`config.mk`:
```
export PLATFORM = sky130hd
export DESIGN_NAME = uart_receive_flat
export DESIGN_NICKNAME = d
export VERILOG_FILES = /design/src/rtl/uart_receive_pkg.sv /design/src/rtl/uart_receive_if.sv /design/src/rtl/uart_receive_sync.sv /design/src/rtl/uart_receive.sv /design/src/flat_wrapper.sv
export SDC_FILE = /design/constraint.sdc
export NUM_CORES = 1
export LEC_CHECK = 0
export BUFFER_PORTS_ARGS = -buffer_cell sky130_fd_sc_hd__buf_2
export CORE_ASPECT_RATIO = 0.75
export CORE_MARGIN = 5
export CORE_UTILIZATION = 55
export CTS_BUF_LIST = sky130_fd_sc_hd__clkbuf_4 sky130_fd_sc_hd__clkbuf_8
export DETAILED_ROUTE_END_ITERATION = 10
export GPL_ROUTABILITY_DRIVEN = 0
export PLACE_DENSITY = 0.78
export SETUP_SLACK_MARGIN = 0.5
export SYNTH_ARGS = -nofsm -noshare
export SYNTH_HDL_FRONTEND = slang
export SYNTH_HIERARCHICAL = 1
export SYNTH_SLANG_ARGS = --single-unit
```
`constraint.sdc`:
```
create_clock -name clk -period 2.75 [get_ports clk]
set_input_delay 0.275 -clock clk [delete_from_list [all_inputs] [get_ports clk]]
set_output_delay 0.275 -clock clk [all_outputs]
set_load 0.005 [all_outputs]
```
`src/rtl/uart_receive_pkg.sv`:
```
// rtl/uart_receive_pkg.sv - shared constants and receiver state codes for the 8N1 UART receiver
package uart_receive_pkg;

  localparam int UART_DEFAULT_WAIT_CYCLES = 10;
  localparam int DATA_BITS                = 8;

  // Data-bit states are numbered 0..7 so the state code doubles as the bit index.
  typedef enum logic [3:0] {
    ST_BIT0  = 4'd0,
    ST_BIT1  = 4'd1,
    ST_BIT2  = 4'd2,
    ST_BIT3  = 4'd3,
    ST_BIT4  = 4'd4,
    ST_BIT5  = 4'd5,
    ST_BIT6  = 4'd6,
    ST_BIT7  = 4'd7,
    ST_STOP  = 4'd8,
    ST_BREAK = 4'd9,
    ST_IDLE  = 4'd10,
    ST_START = 4'd11
  } rx_state_e;

endpackage

```
`src/rtl/uart_receive_if.sv`:
```
// rtl/uart_receive_if.sv - host-side byte handshake between the receiver and the command decoder
interface uart_receive_if;
  import uart_receive_pkg::*;

  logic [DATA_BITS-1:0] data;
  logic                 byteAvailable;
  logic                 readByte;
  logic                 frameError;
  logic                 overrun;

  modport master (output data, byteAvailable, frameError, overrun, input readByte);
  modport slave  (input data, byteAvailable, frameError, overrun, output readByte);

endinterface

```
`src/rtl/uart_receive_sync.sv`:
```
// rtl/uart_receive_sync.sv - two-flop synchroniser that resets to the idle-high line level
module uart_receive_sync (
  input  logic clk,
  input  logic rst_n,
  input  logic d,
  output logic q
);

  logic meta;

  always_ff @(posedge clk or negedge rst_n) begin
    if (!rst_n) begin
      meta <= 1'b1;
      q    <= 1'b1;
    end else begin
      meta <= d;
      q    <= meta;
    end
  end

endmodule

```
`src/rtl/uart_receive.sv`:
```
// rtl/uart_receive.sv - 8N1 UART receiver with mid-bit sampling and a one-deep holding buffer
module uart_receive
  import uart_receive_pkg::*;
#(
  parameter int WAIT_CYCLES = UART_DEFAULT_WAIT_CYCLES
) (
  input  logic           clk,
  input  logic           rst_n,
  input  logic           uart_rx,
  uart_receive_if.master host
);

  localparam int HALF_CYCLES = WAIT_CYCLES / 2;
  localparam int CW          = $clog2(WAIT_CYCLES + 1);
  localparam logic [CW-1:0] WAIT_TGT = CW'(WAIT_CYCLES);
  localparam logic [CW-1:0] HALF_TGT = CW'(HALF_CYCLES);

  logic                 rx_s;
  logic                 rx_prev;
  rx_state_e            state;
  logic [CW-1:0]        cnt;
  logic [DATA_BITS-1:0] shreg;
  logic                 tick_wait;
  logic                 tick_half;
  logic                 capture;

  uart_receive_sync u_sync (
    .clk   (clk),
    .rst_n (rst_n),
    .d     (uart_rx),
    .q     (rx_s)
  );

  assign tick_wait = (cnt == WAIT_TGT);
  assign tick_half = (cnt == HALF_TGT);
  assign capture   = (state == ST_STOP) && tick_wait && rx_s;

  always_ff @(posedge clk or negedge rst_n) begin
    if (!rst_n) begin
      state            <= ST_IDLE;
      cnt              <= '0;
      shreg            <= '0;
      rx_prev          <= 1'b1;
      host.frameError  <= 1'b0;
    end else begin
      rx_prev         <= rx_s;
      cnt             <= cnt + 1'b1;
      host.frameError <= 1'b0;
      case (state)
        ST_IDLE: begin
          if (rx_prev && !rx_s) begin
            state <= ST_START;
            cnt   <= CW'(1);
          end
        end
        ST_START: begin
          // A start bit that has gone high again by mid-bit is treated as line noise.
          if (tick_half) begin
            state <= rx_s ? ST_IDLE : ST_BIT0;
            cnt   <= CW'(1);
          end
        end
        ST_BIT0, ST_BIT1, ST_BIT2, ST_BIT3,
        ST_BIT4, ST_BIT5, ST_BIT6, ST_BIT7: begin
          if (tick_wait) begin
            shreg[state[2:0]] <= rx_s;
            state             <= rx_state_e'(state + 4'd1);
            cnt               <= CW'(1);
          end
        end
        ST_STOP: begin
          if (tick_wait) begin
            cnt <= CW'(1);
            if (rx_s) begin
              state <= ST_IDLE;
            end else begin
              host.frameError <= 1'b1;
              state           <= ST_BREAK;
            end
          end
        end
        ST_BREAK: begin
          if (rx_s) begin
            state <= ST_IDLE;
            cnt   <= CW'(1);
          end
        end
        default: begin
          state <= ST_IDLE;
          cnt   <= CW'(1);
        end
      endcase
    end
  end

  // A same-cycle ack frees the buffer for the incoming byte without touching overrun.
  always_ff @(posedge clk or negedge rst_n) begin
    if (!rst_n) begin
      host.data          <= '0;
      host.byteAvailable <= 1'b0;
      host.overrun       <= 1'b0;
    end else if (capture) begin
      if (!host.byteAvailable || host.readByte) begin
        host.data          <= shreg;
        host.byteAvailable <= 1'b1;
      end else begin
        host.overrun <= 1'b1;
      end
    end else if (host.readByte) begin
      host.byteAvailable <= 1'b0;
      host.overrun       <= 1'b0;
    end
  end

endmodule
```
`src/flat_wrapper.sv`:
```
// flat-port wrapper written by rule: the top's interface ports become plain ports
module uart_receive_flat import uart_receive_pkg::*;
#(
  parameter int WAIT_CYCLES = UART_DEFAULT_WAIT_CYCLES
)
  (clk, rst_n, uart_rx, host_data, host_byteAvailable, host_frameError, host_overrun, host_readByte);
  uart_receive_if host_i ();
  input  logic clk;
  input  logic rst_n;
  input  logic uart_rx;
  output wire logic [$bits(host_i.data)-1:0] host_data;
  output wire logic [$bits(host_i.byteAvailable)-1:0] host_byteAvailable;
  output wire logic [$bits(host_i.frameError)-1:0] host_frameError;
  output wire logic [$bits(host_i.overrun)-1:0] host_overrun;
  input wire logic [$bits(host_i.readByte)-1:0] host_readByte;
  assign host_data = host_i.data;
  assign host_byteAvailable = host_i.byteAvailable;
  assign host_frameError = host_i.frameError;
  assign host_overrun = host_i.overrun;
  assign host_i.readByte = host_readByte;
  uart_receive #(.WAIT_CYCLES(WAIT_CYCLES)) u_core (.clk(clk), .rst_n(rst_n), .uart_rx(uart_rx), .host(host_i));
endmodule
```
==> results.sh <==
export IMPL_run_status="finished, final reports clean"
export IMPL_setup_tns_ns=0
export IMPL_synth_ff_type="dfrtp_1"
export IMPL_syn_mean_instance_area_sq_um=11.4
export IMPL_crit_fanout=6
export IMPL_syn_area_sq_um=1500
export IMPL_period_share_pct=80.4
export IMPL_fp_coreArea_sq_um=2600
export IMPL_ys_seq_area_share_pct=50.6
export IMPL_hold_class="in -> reg"
export IMPL_slew_viol_final=0
export IMPL_synth_async_reset_ratio_pct=100
export IMPL_reg2reg_slack_ns=0.54
export IMPL_drv_cap=0
export IMPL_synth_top_family_by_area="simple AND/OR/NAND/NOR gates"
export IMPL_die_h_um=55.2
export IMPL_synth_top_area_share_pct=41.8
export IMPL_setup_violations_final=0
export IMPL_synth_fa_ha_area_share_pct=5.86
export IMPL_crit_type="reg -> reg"
export IMPL_ant_nets=0
export IMPL_ff2ff_path_depth=6
export IMPL_end_kind="register"
export IMPL_clockRootBuffer="clkbuf_4"
export IMPL_p_leak_nw=0.803
export IMPL_min_period_ns=2.21
export IMPL_drt_iter0_markers=60
export IMPL_p_per_area_nw_per_um2=429
export IMPL_hold_start="uart_rx"
export IMPL_synthTopCellsByCount="dfrtp_1 (25), mux2_1 (15), a21oi_1 (8), ha_1 (7), nand2_1 (7)"
export IMPL_worst_ep_arrival_time_ns=2.43
export IMPL_ys_warn_count=6
export IMPL_netlist_top_cells_area="dfrtp_1 (42%), mux2_1 (11%), dfstp_2 (8.8%)"
export IMPL_synth_xor_area_share_pct=1.17
export IMPL_io_buffers=14
export IMPL_yosys_area_top_type="dfrtp_1"
export IMPL_insertion_delay_ns=0.32
export IMPL_fp_dieArea_sq_um=3870
export IMPL_antenna_found_initial=0
export IMPL_yosys_mux_area_fraction_pct=12.1
export IMPL_synth_seq_cells=30
export IMPL_synth_simple_area_share_pct=17.9
export IMPL_max_slew_margin_rel_pct=55.8
export IMPL_tightest_slew_ns=0.646
export IMPL_synth_nets=142
export IMPL_synth_most_common_cell="dfrtp_1"
export IMPL_hold_end="u_core/u_sync/meta$_DFF_PN1_"
export IMPL_final_cell_count_no_fill=188
export IMPL_die_w_um=70.2
export IMPL_syn_inst=131
export IMPL_vias=1081
export IMPL_grt_pass1_vias=1086
export IMPL_crit_required_ns=2.96
export IMPL_clockBufferDepth=2
export IMPL_cts_htree_levels=2
export IMPL_overflow=0
export IMPL_synth_distinct_cells=37
export IMPL_synth_edf_count=0
export IMPL_clk_pin_slew_ns=0.09
export IMPL_rows=16
export IMPL_grtUsageTotal_pct=17.5
export IMPL_hold_path_cell_count=1
export IMPL_area_growth_pct=14.7
export IMPL_wire_per_inst_um=15.2
export IMPL_num_io_pins=15
export IMPL_vias_per_cell=5.75
export IMPL_drive_gt1_share_pct=28.3
export IMPL_ir_drop_mv=0.286
export IMPL_reg2reg_to="u_core/shreg[5]$_DFFE_PN0P_"
export IMPL_fin_nets=162
export IMPL_cts_buffers=5
export IMPL_dp_hpwl_um=1920
export IMPL_synth_compound_gate_area_share_pct=10.1
export IMPL_cts_tree="built"
export IMPL_hold_viol_final=0
export IMPL_antenna_cells=0
export IMPL_startpoint_type="register"
export IMPL_wl_um=2860
export IMPL_skew_ns=0.0132
export IMPL_grt_pass1_wl_um=5040
export IMPL_rsz0062_at_grt="yes"
export IMPL_grt_max_degree=31
export IMPL_place_inst=178
export IMPL_r2r_start="u_core/state[1]$_DFFE_PN1P_"
export IMPL_max_freq_mhz=452
export IMPL_drt_pass1_iter_count=4
export IMPL_drc_errors=0
export IMPL_clock_sinks=30
export IMPL_initial_core_util_pct=57.5
## worst max-delay path by stage
stage                                     start                     endpoint  slack (ns)  cells after the start
floorplan           u_core/state[1]$_DFFE_PN1P_  u_core/shreg[1]$_DFFE_PN0P_        0.50                      8
global placement    u_core/state[1]$_DFFE_PN1P_  u_core/shreg[5]$_DFFE_PN0P_        0.48                      6
detailed placement  u_core/state[1]$_DFFE_PN1P_  u_core/shreg[5]$_DFFE_PN0P_        0.38                      7
CTS                 u_core/state[0]$_DFFE_PN0P_  u_core/shreg[5]$_DFFE_PN0P_        0.50                      7
global route        u_core/state[1]$_DFFE_PN1P_  u_core/state[3]$_DFFE_PN1P_        0.48                      6
finish              u_core/state[1]$_DFFE_PN1P_  u_core/shreg[5]$_DFFE_PN0P_        0.54                      6
## what timing repair did
action,CTS,global route
resized for setup,6,2
setup buffers,1,0
setup endpoints to repair,9,5
hold buffers,1,0
endpoints found under the hold margin,25,0
## layout by cell type (no fill, tap or decap), types with 2 or more instances in the layout
| cell | instances |
|---|---|
| a211o_1 | 2 |
| a21oi_1 | 8 |
| and2_1 | 2 |
| buf_2 | 14 |
| clkbuf_4 | 8 |
| dfrtp_1 | 25 |
| dfstp_2 | 5 |
| ha_1 | 3 |
| ha_2 | 2 |
| ha_4 | 2 |
| inv_1 | 5 |
| mux2_1 | 15 |
| nand2_1 | 7 |
| nand2b_1 | 4 |
| nand3_1 | 6 |
| nand3b_1 | 4 |
| nor2_1 | 6 |
| nor2b_1 | 3 |
| nor3_2 | 3 |
| o21ai_1 | 3 |
| o22ai_1 | 2 |
| o31ai_1 | 2 |
## cells by family after synthesis
| logic type | Yosys count |
|---|---|
| flip-flops | 30 |
| XOR/XNOR | 2 |
| buffers and inverters | 9 |
| multiplexers | 16 |
| adder cells (fa/ha/maj) | 7 |
| AO/OA/AOI/OAI | 24 |
| AND/OR/NAND/NOR | 43 |
## worst max-delay path, stage by stage, from the launching register on
cell     delay, ns
dfstp_2       0.60
ha_2          0.27
nor4_4        0.08
or2_4         0.25
or3_4         0.37
nor3b_2       0.19
mux2_1        0.34
## where the power goes
| group | leakage (nW) | switching (W) | internal, W | total, W |
|---|---|---|---|---|
| registers | 0.378 | 0.00000467 | 0.000448 | 0.000453 |
| logic | 0.388 | 0.0000109 | 0.00000509 | 0.0000160 |
| clock network | 0.0368 | 0.000136 | 0.000131 | 0.000267 |
| total | 0.803 | 0.000152 | 0.000584 | 0.000736 |
## routing by layer
layer  global-route usage, %  share of wire (%)
met5                       0                  0
met4                    9.55                2.4
met3                    5.60                6.3
met2                    28.8                 47
met1                    21.0                 45
## layout make-up
cell class,count,area [sq um]
Inverter,6,22.5
Clock buffer,8,60.1
Tap cell,36,45.0
Multi-Input combinational cell,92,743
Fill cell,197,887
Sequential cell,30,757
Timing Repair Buffer,16,87.6
## sequential cells by signal (all words and copies together) (netlist names)
register	cells
u_core/host.data	8
u_core/shreg	8
u_core/cnt	4
u_core/state	4
u_core/host.byteAvailable	1
u_core/host.frameError	1
u_core/host.overrun	1
u_core/rx_prev	1
u_core/u_sync/meta	1
u_core/u_sync/q	1
## through the flow
stage	total power [W]	hold slack, ns	cell area (sq um)	util (%)	worst slack [ns]
finish	0.000736	0.0562	1720	65.9	0.538
global route	0.000778	0.0317	1720	65.9	0.478
CTS	0.000747	0.0387	1710	65.8	0.502
detailed placement	0.000477	0.342	1600	61.4	0.377
global placement	0.000476	0.330	1600	61.4	0.479
floorplan	0.000464	-0.0206	1500	-	0.501
Note: power is estimated with default switching activity, not from simulation.
